## config.mk

```make
export PLATFORM = sky130hd
export DESIGN_NAME = alu_seq
export DESIGN_NICKNAME = d
export VERILOG_FILES = /design/src/rtl/alu_pkg.sv /design/src/rtl/alu_mul_iter.sv /design/src/rtl/alu_seq.sv
export SDC_FILE = /design/constraint.sdc
export NUM_CORES = 1
export LEC_CHECK = 0
export CELL_PAD_IN_SITES_DETAIL_PLACEMENT = 0
export CELL_PAD_IN_SITES_GLOBAL_PLACEMENT = 1
export CORE_ASPECT_RATIO = 1.75
export CORE_UTILIZATION = 46
export CTS_CLUSTER_DIAMETER = 120
export CTS_CLUSTER_SIZE = 25
export DETAILED_ROUTE_END_ITERATION = 8
export PLACE_DENSITY = 0.94
export RECOVER_POWER = 50
export SLEW_MARGIN = 20
export SYNTH_ARGS = -nofsm -noshare
export SYNTH_HDL_FRONTEND = slang
export SYNTH_HIERARCHICAL = 1
export SYNTH_SLANG_ARGS = --single-unit
```

## constraint.sdc

```tcl
create_clock -name clk -period 5.5 [get_ports clk]
set_input_delay 0.55 -clock clk [delete_from_list [all_inputs] [get_ports clk]]
set_output_delay 0.55 -clock clk [all_outputs]
set_load 0.03 [all_outputs]
```

## src/rtl/alu_pkg.sv

```systemverilog
// rtl/alu_pkg.sv - opcodes, CC layout and FSM state type shared by the ALU block
package alu_pkg;

    localparam logic [3:0] ALU_ADD = 4'd0;
    localparam logic [3:0] ALU_SUB = 4'd1;
    localparam logic [3:0] ALU_AND = 4'd2;
    localparam logic [3:0] ALU_XOR = 4'd3;
    localparam logic [3:0] ALU_OR  = 4'd4;
    localparam logic [3:0] ALU_SHL = 4'd5;
    localparam logic [3:0] ALU_SHR = 4'd6;
    localparam logic [3:0] ALU_SAR = 4'd7;
    localparam logic [3:0] ALU_MUL = 4'd8;

    localparam int CC_ZF = 2;
    localparam int CC_SF = 1;
    localparam int CC_OF = 0;

    localparam logic [2:0] CC_RST = 3'b100;

    typedef enum logic {
        S_IDLE = 1'b0,
        S_BUSY = 1'b1
    } alu_state_e;

endpackage

```

## src/rtl/alu_mul_iter.sv

```systemverilog
// rtl/alu_mul_iter.sv - iterative shift-add unsigned multiplier, one partial product per cycle
module alu_mul_iter #(
    parameter int WIDTH = 32
) (
    input  logic               clk,
    input  logic               rst,
    input  logic               start_i,
    input  logic [WIDTH-1:0]   a_i,
    input  logic [WIDTH-1:0]   b_i,
    output logic               done_o,
    output logic [2*WIDTH-1:0] prod_o
);

    localparam int CW = $clog2(WIDTH) + 1;

    logic [2*WIDTH-1:0] mcand_q;
    logic [WIDTH-1:0]   mplier_q;
    logic [2*WIDTH-1:0] acc_q;
    logic [2*WIDTH-1:0] acc_d;
    logic [CW-1:0]      count_q;

    // prod_o carries the accumulator value being written this edge, so the
    // caller can capture the final product on the same edge that count hits 0.
    always_comb begin
        acc_d  = acc_q + (mplier_q[0] ? mcand_q : '0);
        prod_o = acc_d;
        done_o = (count_q == CW'(1));
    end

    always_ff @(posedge clk) begin
        if (rst) begin
            mcand_q  <= '0;
            mplier_q <= '0;
            acc_q    <= '0;
            count_q  <= '0;
        end else if (start_i) begin
            mcand_q  <= {{WIDTH{1'b0}}, a_i};
            mplier_q <= b_i;
            acc_q    <= '0;
            count_q  <= CW'(WIDTH);
        end else if (count_q != '0) begin
            acc_q    <= acc_d;
            mcand_q  <= mcand_q << 1;
            mplier_q <= mplier_q >> 1;
            count_q  <= count_q - CW'(1);
        end
    end

endmodule

```

## src/rtl/alu_seq.sv

```systemverilog
// rtl/alu_seq.sv - handshaked execute-stage ALU with registered result, CC register and iterative MUL
module alu_seq
    import alu_pkg::*;
#(
    parameter int WIDTH = 32,
    parameter int SHW   = $clog2(WIDTH)
) (
    input  logic             clk,
    input  logic             rst,
    input  logic             in_valid,
    output logic             in_ready,
    input  logic [WIDTH-1:0] aluA,
    input  logic [WIDTH-1:0] aluB,
    input  logic [3:0]       alufun,
    input  logic             set_cc,
    output logic             out_valid,
    output logic [WIDTH-1:0] valE,
    output logic [2:0]       cc,
    output logic             err
);

    alu_state_e         state_q, state_d;
    logic [WIDTH-1:0]   vale_q, vale_d;
    logic [2:0]         cc_q, cc_d;
    logic               err_q, err_d;
    logic               ov_q, ov_d;
    logic               setcc_q, setcc_d;

    logic [WIDTH-1:0]   res;
    logic               res_of;
    logic               legal;
    logic [SHW-1:0]     sh;
    logic               accept;
    logic               mul_start;
    logic               mul_done;
    logic [2*WIDTH-1:0] prod;

    assign in_ready  = (state_q == S_IDLE);
    assign accept    = in_valid && in_ready;
    assign sh        = aluB[SHW-1:0];
    assign out_valid = ov_q;
    assign valE      = vale_q;
    assign cc        = cc_q;
    assign err       = err_q;

    alu_mul_iter #(.WIDTH(WIDTH)) u_mul (
        .clk     (clk),
        .rst     (rst),
        .start_i (mul_start),
        .a_i     (aluA),
        .b_i     (aluB),
        .done_o  (mul_done),
        .prod_o  (prod)
    );

    // Single-cycle datapath; MUL is handled by the iterative unit.
    always_comb begin
        res    = '0;
        res_of = 1'b0;
        legal  = 1'b1;
        case (alufun)
            ALU_ADD: begin
                res    = aluA + aluB;
                res_of = (aluA[WIDTH-1] == aluB[WIDTH-1]) && (res[WIDTH-1] != aluA[WIDTH-1]);
            end
            ALU_SUB: begin
                res    = aluA - aluB;
                res_of = (aluA[WIDTH-1] != aluB[WIDTH-1]) && (res[WIDTH-1] != aluA[WIDTH-1]);
            end
            ALU_AND: res = aluA & aluB;
            ALU_XOR: res = aluA ^ aluB;
            ALU_OR:  res = aluA | aluB;
            ALU_SHL: res = aluA << sh;
            ALU_SHR: res = aluA >> sh;
            ALU_SAR: res = $signed(aluA) >>> sh;
            ALU_MUL: res = '0;
            default: legal = 1'b0;
        endcase
    end

    always_comb begin
        state_d   = state_q;
        vale_d    = vale_q;
        cc_d      = cc_q;
        err_d     = err_q;
        ov_d      = 1'b0;
        setcc_d   = setcc_q;
        mul_start = 1'b0;
        case (state_q)
            S_IDLE: begin
                if (accept) begin
                    if (alufun == ALU_MUL) begin
                        mul_start = 1'b1;
                        setcc_d   = set_cc;
                        state_d   = S_BUSY;
                    end else begin
                        ov_d   = 1'b1;
                        vale_d = legal ? res : '0;
                        err_d  = !legal;
                        if (legal && set_cc) begin
                            cc_d[CC_ZF] = (res == '0);
                            cc_d[CC_SF] = res[WIDTH-1];
                            cc_d[CC_OF] = res_of;
                        end
                    end
                end
            end
            S_BUSY: begin
                if (mul_done) begin
                    state_d = S_IDLE;
                    ov_d    = 1'b1;
                    vale_d  = prod[WIDTH-1:0];
                    err_d   = 1'b0;
                    if (setcc_q) begin
                        cc_d[CC_ZF] = (prod[WIDTH-1:0] == '0);
                        cc_d[CC_SF] = prod[WIDTH-1];
                        cc_d[CC_OF] = |prod[2*WIDTH-1:WIDTH];
                    end
                end
            end
            default: state_d = S_IDLE;
        endcase
    end

    always_ff @(posedge clk) begin
        if (rst) begin
            state_q <= S_IDLE;
            vale_q  <= '0;
            cc_q    <= CC_RST;
            err_q   <= 1'b0;
            ov_q    <= 1'b0;
            setcc_q <= 1'b0;
        end else begin
            state_q <= state_d;
            vale_q  <= vale_d;
            cc_q    <= cc_d;
            err_q   <= err_d;
            ov_q    <= ov_d;
            setcc_q <= setcc_d;
        end
    end

endmodule

```

**Word level (Yosys, flattened, before mapping)**

Cells that the tools add are included.

- Logic and storage cells: 91
- Output and inout bits: 38
- Flip-flop bits (word level): 205

- Mux-type cells: 34
- Bitwise logic cells: 4
- Shifts and indexed selects: 3
- Eq/ne operators: 18
- Reductions and logical operators: 16
- Add/sub/neg operators: 4

Operators with widths:

| operator | number |
|---|---|
| 32-bit 2-to-1 mux | 8 |
| 32-bit one-hot mux with 8 select lines | 1 |
| 64-bit adder | 1 |
| 32-bit zero test | 2 |
| 64-bit 2-to-1 mux | 1 |
| 32-bit one-hot mux with 2 select lines | 1 |
| 32-bit adder | 1 |
| 32-bit bitwise AND | 1 |
| 32-bit OR | 1 |
| 32-bit OR reduction | 1 |
| 32-bit by 5-bit << shifter with 32-bit output | 1 |
| 32-bit by 5-bit right shift with 32-bit output | 1 |
| 32-bit by 5-bit >>> shifter with 32-bit output | 1 |
| 32-bit subtractor | 1 |
| 32-bit XOR | 1 |
| 4-bit by 3-bit equality test with 1-bit output (second input constant) | 4 |
| 3-bit 2-to-1 mux | 5 |
| 6-bit 2-to-1 mux | 2 |
| 1-bit 2-to-1 mux | 11 |
| 9-bit OR reduction | 1 |
| 4-bit by 2-bit equality test with 1-bit output (second input constant) | 2 |
| 2-bit by 1-bit != test with 1-bit output (second input constant) | 4 |
| 1-bit one-hot mux with 2 select lines | 4 |
| 6-bit by 1-bit equality test with 1-bit output (second input constant) | 1 |
| other kinds (16) | 22 |

**Depth between registers and ports, before layout**

Gate-level depths: netlist (run 1).

- Word-level depth: 8
- Depth in mapped cells: 20
- Mapped depth without buffers: 18

**Modules after synthesis**

Netlist (run 1), hierarchy kept.

Modules (own cells, without submodules):

| module | area an instance (µm²) | times used | cells each |
|---|---|---|---|
| alu_seq | 11,718.7 | 1 | 1,654 |
| alu_mul_iter | 10,328.7 | 1 | 1,433 |

**Worst setup path before layout (run 1)**

Ideal clock, no wire load.

- Path kind: flip-flop to flip-flop
- From: register u_mul.mplier_q[0]
- To: register cc_q[0], in the netlist cc[0]
- Slack: 1,085 ps
- Clock period less this slack: 4,415 ps
- Arrival: 4,280 ps
- Cell stages (with the launch flop): 21
- Buffers on the path: 2
- Library setup time: 135 ps
- Cells stage by stage: dfxtp_1 > clkbuf_1 > clkbuf_1 > and2_1 > ha_1 > fa_1 > a21o_1 > a221o_2 > o311ai_1 > a211oi_2 > a21oi_4 > o31ai_4 > a211o_1 > a31oi_4 > nor3b_2 > a221oi_2 > xnor2_1 > nor4_1 > nand4_1 > nor3_1 > o41ai_1

- Word-level cells in the longest chain between the ends: 6

RTL lines:

| item | line | source |
|---|---|---|
| from (decl) | alu_mul_iter.sv:17 | `logic [WIDTH-1:0] mplier_q;` |
| from (signal assigned) | alu_mul_iter.sv:38 | `mplier_q <= b_i;` |
| from (signal assigned) | alu_mul_iter.sv:44 | `mplier_q <= mplier_q >> 1;` |
| 64-bit 2-to-1 mux | alu_mul_iter.sv:25 | `acc_d = acc_q + (mplier_q[0] ? mcand_q : '0);` |
| 64-bit adder | alu_mul_iter.sv:25 |  |
| named net prod[60] | alu_seq.sv:36 | `logic [2*WIDTH-1:0] prod;` |
| 32-bit OR reduction | alu_seq.sv:117 | `cc_d[CC_OF] = \|prod[2*WIDTH-1:WIDTH];` |
| 3-bit 2-to-1 mux | alu_seq.sv:114 | `if (setcc_q) begin` |
| 3-bit 2-to-1 mux | alu_seq.sv:109 | `if (mul_done) begin` |
| 3-bit one-hot mux with 2 select lines | alu_seq.sv:89 | `case (state_q)` |
| to (signal assigned) | alu_seq.sv:129 | `cc_q <= CC_RST;` |
| to (signal assigned) | alu_seq.sv:136 | `cc_q <= cc_d;` |
| to (decl) | alu_seq.sv:24 | `logic [2:0] cc_q, cc_d;` |

The timed path passes the listed nets, and every way through them passes these cells. The select of a mux whose other input is x is not followed.
A chain may end at the register's enable or synchronous reset.

**Worst setup path after layout (run 1)**

- From: input aluB[24]
- To: register cc_q[0], in the netlist cc[0]

- Word-level cells in the longest chain between the ends: 8
- Elaborated cells between the ends (all ways): 11
- Classes of those cells: 2 x add/sub; 2 x eq/ne; 5 x mux; 2 x reduce/logical

RTL lines:

| item | line | source |
|---|---|---|
| from (decl) | alu_seq.sv:13 | `input logic [WIDTH-1:0] aluB,` |
| 32-bit subtractor / 32-bit adder (equally long branches) | alu_seq.sv:67, alu_seq.sv:63 |  |
| 1-bit != test, on equally long branches | alu_seq.sv:68, alu_seq.sv:64 |  |
| 1-bit logical AND, on equally long branches | alu_seq.sv:68, alu_seq.sv:64 |  |
| 1-bit one-hot mux with 2 select lines (*) | alu_seq.sv:61 | `case (alufun)` |
| 3-bit 2-to-1 mux (*) | alu_seq.sv:100 | `if (legal && set_cc) begin` |
| 3-bit 2-to-1 mux (*) | alu_seq.sv:92 | `if (alufun == ALU_MUL) begin` |
| 3-bit 2-to-1 mux (*) | alu_seq.sv:91 | `if (accept) begin` |
| 3-bit one-hot mux with 2 select lines (*) | alu_seq.sv:89 |  |

Mark *: on every way between the ends. The rest lies on a longest branch, timed or not. The select of a mux whose other input is x is not followed.

==> results of run 1 <==
## power by group
group | total, mW | switching, mW | internal (mW)
Combinational | 2.74 | 2.03 | 0.710
Sequential | 1.62 | 0.0607 | 1.56
Clock | 1.04 | 0.562 | 0.481
Total | 5.40 | 2.65 | 2.75
## sequential cells by signal, indices dropped and copies added (netlist names)
name            flops
cc                  3
err                 1
out_valid           1
setcc_q             1
state_q             1
u_mul/acc_q        64
u_mul/count_q       6
u_mul/mcand_q      64
u_mul/mplier_q     32
valE               32
## critical path: stages
cell and delay [ps]:
clkdlybuf4s50_1 640, inv_1 110, ha_1 490, inv_1 320
a21oi_1 110, nor2_1 100, nor2_1 50, o21ai_0 930
a31oi_1 270, o21ai_0 610, xnor2_1 180, a221oi_1 920
o41ai_1 150
## per-layer routing
metal	vias up	global-route usage (%)	share of wire, %
li1	11267	-	-
met1	12330	48.05	32
met2	1588	78.96	45
met3	671	16.28	9.7
met4	16	53.30	13
met5	-	0	0.080
## per-stage QoR
stage	cell area [um2]	setup WS (ps)	hold WS, ps
floorplan	22050	1085	432.1
global placement	24120	459.9	444.2
detailed placement	24120	387.5	445.9
CTS	24490	527.3	458.6
global route	24500	95.57	473.7
finish	24520	403.7	459.3
## worst paths after layout
| path | cells past startpoint | startpoint | end | slack, ps |
|---|---|---|---|---|
| hold / removal | 2 | valE[30] | valE[30] | 460 |
| setup / recovery | 13 | aluB[24] | cc[0] | 400 |
| hold reg to reg | 2 | valE[30] | valE[30] | 460 |
| setup reg to reg | 19 | u_mul/mplier_q[0] | cc[0] | 470 |
## synth_stat cells, drive strengths merged (28+ instances only)
cell,count,area [um2]
a21o,50,375.4
clkbuf,140,530.5
a31oi,32,215.2
mux2i,62,645.6
nand2,517,1943
nor3,54,270.3
xnor2,59,516.8
mux4,36,810.8
buf,82,439.2
o21ai,135,686.9
nand2b,28,175.2
nor2,258,968.4
nand3,53,265.3
dfxtp,205,4104
nand4,38,244.0
a211oi,29,232.7
and2,75,469.2
nor2b,29,181.4
ha,170,2127
o211ai,42,315.3
inv,110,412.9
o22ai,31,193.9
a21oi,422,2123
nor4,32,206.5
## cells by family (layout without fill, tap and decap cells)
logic type | Yosys count | in the layout | synth area share, %
AO/OA/AOI/OAI | 1001 | 1001 | 29.67
XOR/XNOR | 81 | 81 | 3.218
adder cells (fa/ha/maj) | 173 | 173 | 9.920
buffers and inverters | 334 | 390 | 6.305
flip-flops | 205 | 205 | 18.61
multiplexers | 125 | 125 | 7.985
other | 0 | 7 | 0
AND/OR/NAND/NOR | 1168 | 1168 | 24.29
## layout make-up
cell class                 count  area, um2  share of cell area (%)
sequential                   205       4104                   16.74
clock buffer                  13      325.3                   1.327
clock inverter                 3      47.55                  0.1939
antenna                        7      17.52                 0.07144
multi-input combinational   2548      16620                   67.78
tap                          588      735.7                   3.000
inverter                     112      420.4                   1.715
timing repair buffer         262       2250                   9.175
==> reports/qor.txt, run 1 <==
Vias/cell = 6.921
DR WL/cell = 32.35 um
YS warnings = 6
IO Count = 110
Setup Skew = 36.48 ps
die area = 48840 um2
post-synthesis sequential area ratio = 18.61%
post-CTS setup buffer count = 0
clock insertion delay at the later pin of the skew report = 540 ps
final hold vios = 0
antenna violations before repair = 12
# setup viols final = 0
period utilisation layout = 92.66%
GRT Util Overall = 49.37%
Placed Cells = 3714
fin cells = 3738
FILL cells = 4824
Cells after Synth = 3087
CTS buffer count = 12
placer congestion estimate = 1.099
Synth Flop Type = dfxtp_1
worst-margin pin slew = 2468 ps
async set or reset register ratio after synthesis = 0%
Crit. End Element = flop
Peak Freq = 196.2 MHz
EDFF count, synth = 0
most frequent cells in the layout = nand2_1 (516), a21oi_1 (421), nor2_1 (258)
required time worst endpoint = 5890 ps
status = complete, but fails checks
fin util = 52.13%
drc violations = 0
worst-case clock buffer depth = 3
Die Width = 167.5 um
CTS H-tree depth = 1
vias in the first global route = 24947
CP max FO = 11
Cell variety after synth = 108
DPL Wire Length = 90260 um
Slew headroom = -64.54%
Leak Pwr = 10.08 nW
Clk Tree Root Cell = clkbuf_16
Worst Hold Class = reg -> reg
Power Density = 220.1 nW/um2
initial DRC count = 3241
Core Rows = 105
Vias = 25872
Die Y = 291.6 um
post-route setup TNS = 0 ps
Avg Synthesized Cell Area = 7.142 um2
commonest non-fill, non-tap cell in the layout = nand2_1
Area Growth Syn to Fin = 11.21%
number of I/O port buffers = 109
Initial Util = 46.88%
worst path arrival time = 5480 ps
CTS resizes = 0
flops & latches, synth = 205
Final Power = 5.398 mW
Slew Viols, Final = 192
Max Cap Viol = 2
global-route wire length before repair = 174600 um
post-route ant nets = 0
Pre-Repair DR Iteration Count = 9
Tmin final = 5096 ps
unrepaired setup endpoints after global routing = false
CTS hold repair buffers = 0
CTS tree = done
net count after synthesis = 3332
Clock Sink Count = 205
startpoint type of the worst setup path = input pin
layout cells sized above 1 = 9.418%
peak supply drop = 395.9 uV
Core ar. = 47030 um2
GRT Residual Overflow = 0
CP Class = in -> reg
# nets final = 3386
failing checks = capacitance limit, slew limit
mapped cell area = 22050 um2
largest net degree at the start of global routing = 131
clock-pin transition on the worst setup and hold timing paths = 100 ps
routed wire length = 120900 um
Power figures use the tool's default switching activity.
==> inputs of run 2 (changes only) <==
--- a/config.mk
+++ b/config.mk
@@ -9,7 +9,6 @@
 export CELL_PAD_IN_SITES_GLOBAL_PLACEMENT = 1
 export CORE_ASPECT_RATIO = 1.75
 export CORE_UTILIZATION = 46
-export CTS_CLUSTER_DIAMETER = 120
 export CTS_CLUSTER_SIZE = 25
 export DETAILED_ROUTE_END_ITERATION = 8
 export PLACE_DENSITY = 0.94
==> run 2 against run 1 <==
Net effect:
- the flow still finishes with violations (capacitance limit, slew limit)
- via count up 0.27%
- combinational power hardly changed
- die area is the same
- fmax down 0.18%
- non-clock buffer count unchanged
- first-iteration DRC count fell by 6.1%
- utilization grew 1.1 points
- power up 15%
- clock skew shrank 11 ps
- sequential power barely moved
- register-to-register slack got worse by 80 ps
- critical endpoint unchanged
- largest cell class unchanged
==> reports/qor.txt, run 2 (same netlist as run 1, synthesis figures left out) <==
Vias = 25941
GRT Residual Overflow = 0
Leak Pwr = 10.33 nW
cell area after layout = 25030 um2
failing checks = capacitance limit, slew limit
worst-case clock buffer depth = 3
minimum hold slack = 453.5 ps
worst path arrival time = 5520 ps
post-CTS setup buffer count = 0
CTS resizes = 0
Final Power = 6.192 mW
number of I/O port buffers = 109
worst-margin pin slew = 2480 ps
vias in the first global route = 25285
dpl ws = 387.5 ps
Core Rows = 105
CTS H-tree depth = 1
unrepaired setup endpoints after global routing = false
Crit path largest cell delay = 620 ps
Reg area = 4104 um2
dpl cell area = 24120 um2
global-route wire length before repair = 176300 um
Placed Cells = 3714
Regs by FF count = u_mul/acc_q: 64 flops, u_mul/mcand_q: 64 flops
Tmin final = 5105 ps
# nets final = 3398
Power Density = 247.4 nW/um2
antenna violations before repair = 10
FILL cells = 4750
CP max-delay cell = dfxtp_1
Worst Hold Class = reg -> reg
Max Cap Viol = 2
peak supply drop = 469.5 uV
IO Count = 110
CP Class = reg -> reg
critical path cell sequence = buf_4 -> buf_4 -> and2_1 -> ha_1 -> a21oi_1 -> o221ai_1 -> a21oi_1 -> o31ai_1 -> buf_4 -> a21oi_1 -> o21ai_2 -> buf_4 -> a21o_1 -> a211oi_1 -> xnor2_1 -> nor4_1 -> nand4_1 -> nor3_1 -> buf_4 -> o41ai_1
required time worst endpoint = 5920 ps
Slew Viols, Final = 192
layout cells sized above 1 = 10.19%
CTS tree = done
fin util = 53.22%
startpoint type of the worst setup path = flop
Clock Sink Count = 205
placer congestion estimate = 1.099
most frequent cells in the layout = nand2_1 (516), a21oi_1 (421), nor2_1 (258)
Die Y = 291.6 um
status = complete, but fails checks
post-route setup TNS = 0 ps
Clk Tree Root Cell = clkbuf_16
drc violations = 0
Die Width = 167.5 um
worst path bufs/invs = 5
Final WS setup = 394.6 ps
GRT Util Overall = 49.89%
Peak Freq = 195.9 MHz
Setup Skew = 25.44 ps
Core ar. = 47030 um2
CP max FO = 26
Area Growth Syn to Fin = 13.52%
Slew headroom = -65.34%
Initial Util = 46.88%
clock insertion delay at the later pin of the skew report = 580 ps
die area = 48840 um2
fin cells = 3766
largest net degree at the start of global routing = 131
# setup viols final = 0
clock-pin transition on the worst setup and hold timing paths = 70 ps
CP delay by family, top = compound AO/OA/AOI/OAI gates
routed wire length = 122400 um
period utilisation layout = 92.83%
most used cell, CP = buf_4
final hold vios = 0
CTS buffer count = 24
DPL Wire Length = 90260 um
commonest non-fill, non-tap cell in the layout = nand2_1
post-route ant nets = 0
DR WL/cell = 32.51 um
Crit. End Element = flop
CTS hold repair buffers = 0
area taken by multi-input logic gates = 16620 um2
Pre-Repair DR Iteration Count = 7
Vias/cell = 6.888
initial DRC count = 3043
run 2: changes by cell type in the layout (fill, tap and decap cells not counted), moves of 2 or more:
| cell | previous run | this run |
|---|---|---|
| clkbuf_8 | 0 | 2 |
| clkbuf_16 | 13 | 25 |
| clkinvlp_4 | 0 | 2 |
| bufinv_16 | 1 | 5 |
| clkinv_2 | 0 | 5 |
run 2: worst paths after layout:
check	from	to	slack, ps	depth (start not counted)
worst max register to register	u_mul/mplier_q[0]	cc[0]	390	20
worst min register to register	valE[6]	valE[6]	450	2
worst max-delay path	u_mul/mplier_q[0]	cc[0]	390	20
worst min-delay path	valE[6]	valE[6]	450	2
run 2: worst min-delay path: stages, from the launching register on:
cell     delay [ps]
dfxtp_1         310
nand2_1          50
a21oi_1          50
run 2: report_power, final:
group | internal (mW) | total [mW] | switching (mW) | leakage (nW)
Combinational | 0.710 | 2.75 | 2.04 | 8.23
Clock | 1.10 | 1.82 | 0.725 | 0.432
Sequential | 1.56 | 1.62 | 0.0615 | 1.66
run 2: final cells by class:
cell class | count | share of cell area, %
Antenna cell | 7 | 0.06999
Clock buffer | 28 | 2.624
Timing Repair Buffer | 262 | 8.988
Multi-Input combinational cell | 2548 | 66.40
Tap cell | 588 | 2.939
Sequential cell | 205 | 16.40
Inverter | 112 | 1.680
Clock inverter | 16 | 0.8998
run 2: layer usage:
metal  vias up  wire, um  global-route usage, %
li1      11295         -                      -
met4        14     16130                  54.37
met2      1660     54960                  78.90
met1     12295     38460                  48.59
met3       677     12780                  17.28
met5         -        91                      0
